==> src/rtl/game_timer_pkg.sv <==
// game_timer_pkg: shared state encoding and default parameters for the round timer
package game_timer_pkg;
    typedef enum logic [2:0] {
        IDLE    = 3'd0,
        RUN     = 3'd1,
        PAUSE   = 3'd2,
        EXPIRED = 3'd3
    } state_e;
    localparam int TICK_DIV_DEF  = 5000;
    localparam int INIT_TIME_DEF = 1800000;
    localparam int PENALTY_DEF   = 10;
    localparam int TIME_W_DEF    = 21;
endpackage

==> src/rtl/tick_prescaler.sv <==
// tick_prescaler: divides the clock into one terminal-count cycle per TICK_DIV enabled cycles
module tick_prescaler
    import game_timer_pkg::*;
#(
    parameter int TICK_DIV = TICK_DIV_DEF
) (
    input  logic clock,
    input  logic reset,
    input  logic clr,
    input  logic en,
    output logic terminal
);
    localparam int CW = (TICK_DIV > 1) ? $clog2(TICK_DIV) : 1;
    logic [CW-1:0] cnt_q, cnt_d;
    assign terminal = (cnt_q == CW'(TICK_DIV - 1));
    always_comb cnt_d = clr ? '0 : !en ? cnt_q : terminal ? '0 : cnt_q + 1'b1;
    always_ff @(posedge clock or negedge reset) begin
        if (!reset) cnt_q <= '0;
        else        cnt_q <= cnt_d;
    end
endmodule

==> src/rtl/game_timer_ctrl.sv <==
// game_timer_ctrl: round FSM owning the remaining-time register, tick decrement and miss penalties
module game_timer_ctrl
    import game_timer_pkg::*;
#(
    parameter int TICK_DIV  = TICK_DIV_DEF,
    parameter int INIT_TIME = INIT_TIME_DEF,
    parameter int PENALTY   = PENALTY_DEF,
    parameter int TIME_W    = TIME_W_DEF
) (
    input  logic              clock,
    input  logic              reset,
    input  logic              start,
    input  logic              pause,
    input  logic              abort,
    input  logic              miss,
    output logic [TIME_W-1:0] time_left,
    output logic              tick,
    output logic              running,
    output logic              paused,
    output logic              game_fail,
    output logic [7:0]        miss_cnt,
    output logic [2:0]        state
);
    state_e            state_q, state_d;
    logic [TIME_W-1:0] time_q, time_d;
    logic [7:0]        miss_cnt_q, miss_cnt_d;
    logic              tick_q, tick_d, running_q, paused_q, fail_q;
    logic              terminal, apply, reload, expire;
    logic [TIME_W:0]   ded;
    // Only an undisturbed RUN cycle advances the prescaler or deducts time
    assign apply  = (state_q == RUN) && !abort && !pause;
    assign reload = start && !abort && (state_q == IDLE || state_q == EXPIRED);
    assign ded    = {{TIME_W{1'b0}}, terminal} + (miss ? (TIME_W+1)'(PENALTY) : '0);
    assign expire = apply && (ded != '0) && (ded >= {1'b0, time_q});
    tick_prescaler #(.TICK_DIV(TICK_DIV)) u_presc (
        .clock    (clock),
        .reset    (reset),
        .clr      (abort || reload || expire || state_q == IDLE || state_q == EXPIRED),
        .en       (apply),
        .terminal (terminal)
    );
    always_comb begin
        state_d    = state_q;
        time_d     = time_q;
        miss_cnt_d = miss_cnt_q;
        tick_d     = 1'b0;
        if (abort) begin
            state_d = IDLE;
            time_d  = TIME_W'(INIT_TIME);
        end else if (reload) begin
            state_d    = RUN;
            time_d     = TIME_W'(INIT_TIME);
            miss_cnt_d = '0;
        end else if (pause && state_q == RUN) begin
            state_d = PAUSE;
        end else if (pause && state_q == PAUSE) begin
            state_d = RUN;
        end else if (apply) begin
            time_d     = expire ? '0 : time_q - ded[TIME_W-1:0];
            state_d    = expire ? EXPIRED : RUN;
            tick_d     = terminal;
            miss_cnt_d = (miss && miss_cnt_q != 8'hff) ? miss_cnt_q + 8'd1 : miss_cnt_q;
        end
    end
    always_ff @(posedge clock or negedge reset) begin
        if (!reset) begin
            state_q    <= IDLE;
            time_q     <= TIME_W'(INIT_TIME);
            miss_cnt_q <= '0;
            tick_q     <= 1'b0;
            running_q  <= 1'b0;
            paused_q   <= 1'b0;
            fail_q     <= 1'b0;
        end else begin
            state_q    <= state_d;
            time_q     <= time_d;
            miss_cnt_q <= miss_cnt_d;
            tick_q     <= tick_d;
            running_q  <= (state_d == RUN);
            paused_q   <= (state_d == PAUSE);
            fail_q     <= (state_d == EXPIRED);
        end
    end
    assign time_left = time_q;
    assign tick      = tick_q;
    assign running   = running_q;
    assign paused    = paused_q;
    assign game_fail = fail_q;
    assign miss_cnt  = miss_cnt_q;
    assign state     = state_q;
endmodule

==> config.mk <==
export PLATFORM = sky130hd
export DESIGN_NAME = game_timer_ctrl
export DESIGN_NICKNAME = d
export VERILOG_FILES = /design/src/rtl/game_timer_pkg.sv /design/src/rtl/tick_prescaler.sv /design/src/rtl/game_timer_ctrl.sv
export SDC_FILE = /design/constraint.sdc
export NUM_CORES = 1
export LEC_CHECK = 0
export BUFFER_PORTS_ARGS = -buffer_cell sky130_fd_sc_hd__buf_2
export CAP_MARGIN = 20
export CORE_AREA = 5 5 74 76
export DETAILED_ROUTE_END_ITERATION = 8
export DIE_AREA = 0 0 79 81
export PLACE_DENSITY = 0.82
export SYNTH_ARGS = -nofsm -noshare
export SYNTH_HDL_FRONTEND = slang
export SYNTH_SLANG_ARGS = --single-unit
==> constraint.sdc <==
create_clock -name clock -period 7.2 [get_ports clock]
set_input_delay 0.72 -clock clock [delete_from_list [all_inputs] [get_ports clock]]
set_output_delay 0.72 -clock clock [all_outputs]
set_load 0.02 [all_outputs]
==> results.sh <==
export IMPL_htreeDepth=2
export IMPL_place_area_um2=3010
export IMPL_leakage_nw=1.35
export IMPL_r2r_start="u_presc.cnt_q[0]"
export IMPL_cts_buffers=5
export IMPL_drc=0
export IMPL_synth_edff_count=0
export IMPL_endpoint="u_presc.cnt_q[6]"
export IMPL_die_w_um=79
export IMPL_finalCriticalPeriod_ns=4.07
export IMPL_cp_startpoint="u_presc.cnt_q[0]"
export IMPL_hpwl_um=4570
export IMPL_vias=2437
export IMPL_setup_viol=0
export IMPL_synth_cell_types=50
export IMPL_cp_num_buf_inv=0
export IMPL_wl_per_cell_um=16.4
export IMPL_pin_count=42
export IMPL_timing_rr_end="u_presc.cnt_q[6]"
export IMPL_grt_overflow=0
export IMPL_synth_cells=300
export IMPL_core_area_um2=4660
export IMPL_critical_path_max_fanout=20
export IMPL_hold_violations=0
export IMPL_critPathLaunchType="flip-flop"
export IMPL_grt_max_degree=50
export IMPL_n_antenna_cell=0
export IMPL_grt_use_total_pct=21.9
export IMPL_fin_crit_sh_pct=56.6
export IMPL_die_h_um=81
export IMPL_path_clk_slew_ns=0.10
export IMPL_yosysWarningCount=0
export IMPL_area_growth_pct=13.7
export IMPL_vias_per_cell=6.15
export IMPL_drt_iter0_drc=249
export IMPL_cts_sinks=49
export IMPL_portBuffers=41
export IMPL_cts_tree="yes"
export IMPL_cts_hold_buf=0
export IMPL_clockBufferDepth=2
export IMPL_power_density_nw_per_um2=173
export IMPL_relSlewSlack_pct=43.2
export IMPL_synth_ff_latch_count=49
export IMPL_ys_async_sr_fraction_pct=100
export IMPL_start_util_pct=59.4
export IMPL_pre_cts_ws_ns=3.21
export IMPL_vdd_drop_max_mv=0.160
export IMPL_worst_endpoint_required_ns=7.36
export IMPL_num_nets_final=353
export IMPL_grt_setup_unrepaired="no"
export IMPL_insertion_delay_ns=0.30
export IMPL_worst_hold_path_type="primary input to asynchronous set/reset pin"
export IMPL_grt_pass1_vias=2295
export IMPL_globalplace_congestion=0.863
export IMPL_worst_pin_slew_ns=0.847
export IMPL_drt_wl_total_um=6480
export IMPL_cp_slowest_cell="nand4b_1"
export IMPL_reg2reg_slack_ns=3.13
export IMPL_setup_tns_ns=0
export IMPL_num_rows=25
export IMPL_grt_pass1_wl_um=11000
export IMPL_netlist_area_um2=2770
export IMPL_max_freq_ghz=0.245
export IMPL_synth_nets=312
export IMPL_post_cts_resize_count=0
export IMPL_fin_util_pct=67.5
export IMPL_status="complete, no violations"
export IMPL_arrival_ns=4.24
export IMPL_slowest_delay_ns=0.71
export IMPL_path_depth=10
export IMPL_synth_ff_type="dfrtp_1"
export IMPL_worstPathCellList="ha_1, or4b_2, nor3_2, ha_1, nor2b_1, o31a_1, o21ai_0, nand4b_1, nand3_1, o21ai_0"
export IMPL_total_power_mw=0.544
export IMPL_critPathKind="flip-flop to flip-flop"
export IMPL_worstRegToRegCells=10
export IMPL_drv_slew=0
export IMPL_drt_pass1_iter_count=4
export IMPL_setup_ws_ns=3.13
export IMPL_critPathTopFamily="simple AND/OR/NAND/NOR gates"
export IMPL_layout_drive_gt1_share_pct=22.8
export IMPL_yosysSeqAreaShare_pct=44.8
export IMPL_synth_avg_cell_area_um2=9.23
export IMPL_final_setup_skew_ns=0.0107
export IMPL_cp_end_kind="flip-flop"
export IMPL_post_cts_buffers=0
export IMPL_dieArea_um2=6400
export IMPL_root_buffer="clkbuf_8"
export IMPL_design_area_um2=3150
export IMPL_antenna_found_initial=0
export IMPL_maxCapViolCount=0
export IMPL_final_antenna_net_count=0
==> worst register-to-register path: cells and delay by family (launching register included) <==
kind | cells | cell delay [ns]
AOI/OAI and AO/OA | 3 | 0.69
and+or+nand+nor | 5 | 2.35
DFF | 1 | 0.41
adders and majority gates | 2 | 0.50
==> worst min path at each step <==
stage / start / to / slack (ns) / cells after the start
2_1_floorplan: reset / game_fail / 0.42 / 0
3_3_place_gp: u_presc.cnt_q[11] / u_presc.cnt_q[11] / 0.49 / 1
3_5_place_dp: time_left[10] / time_left[10] / 0.50 / 2
4_1_cts: time_left[10] / time_left[10] / 0.51 / 2
5_1_grt: reset / miss_cnt[5] / 0.42 / 1
6_report: reset / time_left[5] / 0.38 / 1
==> cells in the final DEF (no fill, tap or decap), types with 2 or more instances in the layout <==
master and n:
buf_2 41, nor2_1 39, dfrtp_1 38, nand2_1 27
nand3_1 19, o21ai_0 18, nor3_1 13, dfstp_2 11
inv_1 10, nor4_1 9, xor2_1 9, a21oi_1 9
xnor2_1 9, a32oi_1 8, nand2b_1 6, clkbuf_8 6
nand4b_1 5, or2_2 5, or4_1 5, ha_1 5
or3_1 4, and3_1 4, nand3b_1 3, mux2i_1 3
nand4_1 3, or4b_4 2, a31oi_1 2, a41oi_1 2
o211ai_1 2, o31ai_1 2, buf_4 2
==> logic make-up (layout without fill, tap and decap cells) <==
kind of cell    Yosys count  in the layout  share of synthesized area (%)
compound gates           50             50                           11.8
xor+xnor                 18             18                           5.70
fa+ha+maj                 6              6                           2.98
buf+inv                  20             62                           3.12
flops                    49             49                           44.8
mux                       4              4                           1.49
simple gates            153            153                           30.2
==> layout make-up <==
class,instances,area (µm²)
clock buffers,6,82.6
clock inverters,2,37.5
fillers,379,1510
inverters,10,37.5
multi-input cells,231,1440
flip-flops and latches,49,1240
well taps,54,67.6
repair buffers,44,240
==> flip-flops by register name (all words and copies together), names as in the netlist <==
| name | flops |
|---|---|
| miss_cnt | 8 |
| running | 1 |
| time_left | 21 |
| game_fail | 1 |
| paused | 1 |
| tick | 1 |
| u_presc.cnt_q | 13 |
| state | 3 |
==> power breakdown <==
part | internal (mW) | leakage (nW) | switching (mW) | total [mW]
registers | 0.279 | 0.643 | 0.00466 | 0.284
clock network | 0.113 | 0.0574 | 0.0933 | 0.206
logic | 0.0171 | 0.648 | 0.0365 | 0.0536
total | 0.409 | 1.35 | 0.134 | 0.544
==> per-layer routing <==
metal / vias up / share of wire, % / track usage, %
li1: 1168 / - / -
met1: 1196 / 45 / 28.8
met2: 66 / 49 / 36.0
met3: 7 / 5.0 / 5.10
met4: 0 / 1.0 / 6.70
met5: - / 0 / 0
==> Yosys cell counts (2+ instances only) <==
| master | n | share of area, % |
|---|---|---|
| nor3_1 | 13 | 2.4 |
| nand2b_1 | 6 | 1.4 |
| nand4_1 | 3 | 0.68 |
| a31oi_1 | 2 | 0.45 |
| and3_1 | 4 | 0.90 |
| nand2_1 | 27 | 3.7 |
| o31ai_1 | 2 | 0.54 |
| clkbuf_2 | 2 | 0.36 |
| nor2_1 | 39 | 5.3 |
| dfstp_2 | 11 | 10 |
| ha_1 | 5 | 2.3 |
| nor4_1 | 9 | 2.0 |
| a32oi_1 | 8 | 2.5 |
| or2_2 | 5 | 1.1 |
| a41oi_1 | 2 | 0.63 |
| nand3_1 | 19 | 3.4 |
| nand4b_1 | 5 | 1.6 |
| nand3b_1 | 3 | 0.81 |
| xor2_1 | 9 | 2.8 |
| or3_1 | 4 | 0.90 |
| clkbuf_1 | 6 | 0.81 |
| xnor2_1 | 9 | 2.8 |
| inv_1 | 10 | 1.4 |
| o21ai_0 | 18 | 3.3 |
| a21oi_1 | 9 | 1.6 |
| or4b_4 | 2 | 0.99 |
| or4_1 | 5 | 1.4 |
| dfrtp_1 | 38 | 34 |
| o211ai_1 | 2 | 0.54 |
| mux2i_1 | 3 | 1.1 |
==> per-stage QoR <==
step	hold slack [ns]	cells
2_1_floorplan	0.424	300
3_3_place_gp	0.490	387
3_5_place_dp	0.500	387
4_1_cts	0.514	395
5_1_grt	0.417	396
6_report	0.382	396
Note: power is estimated with default switching activity, not from simulation.
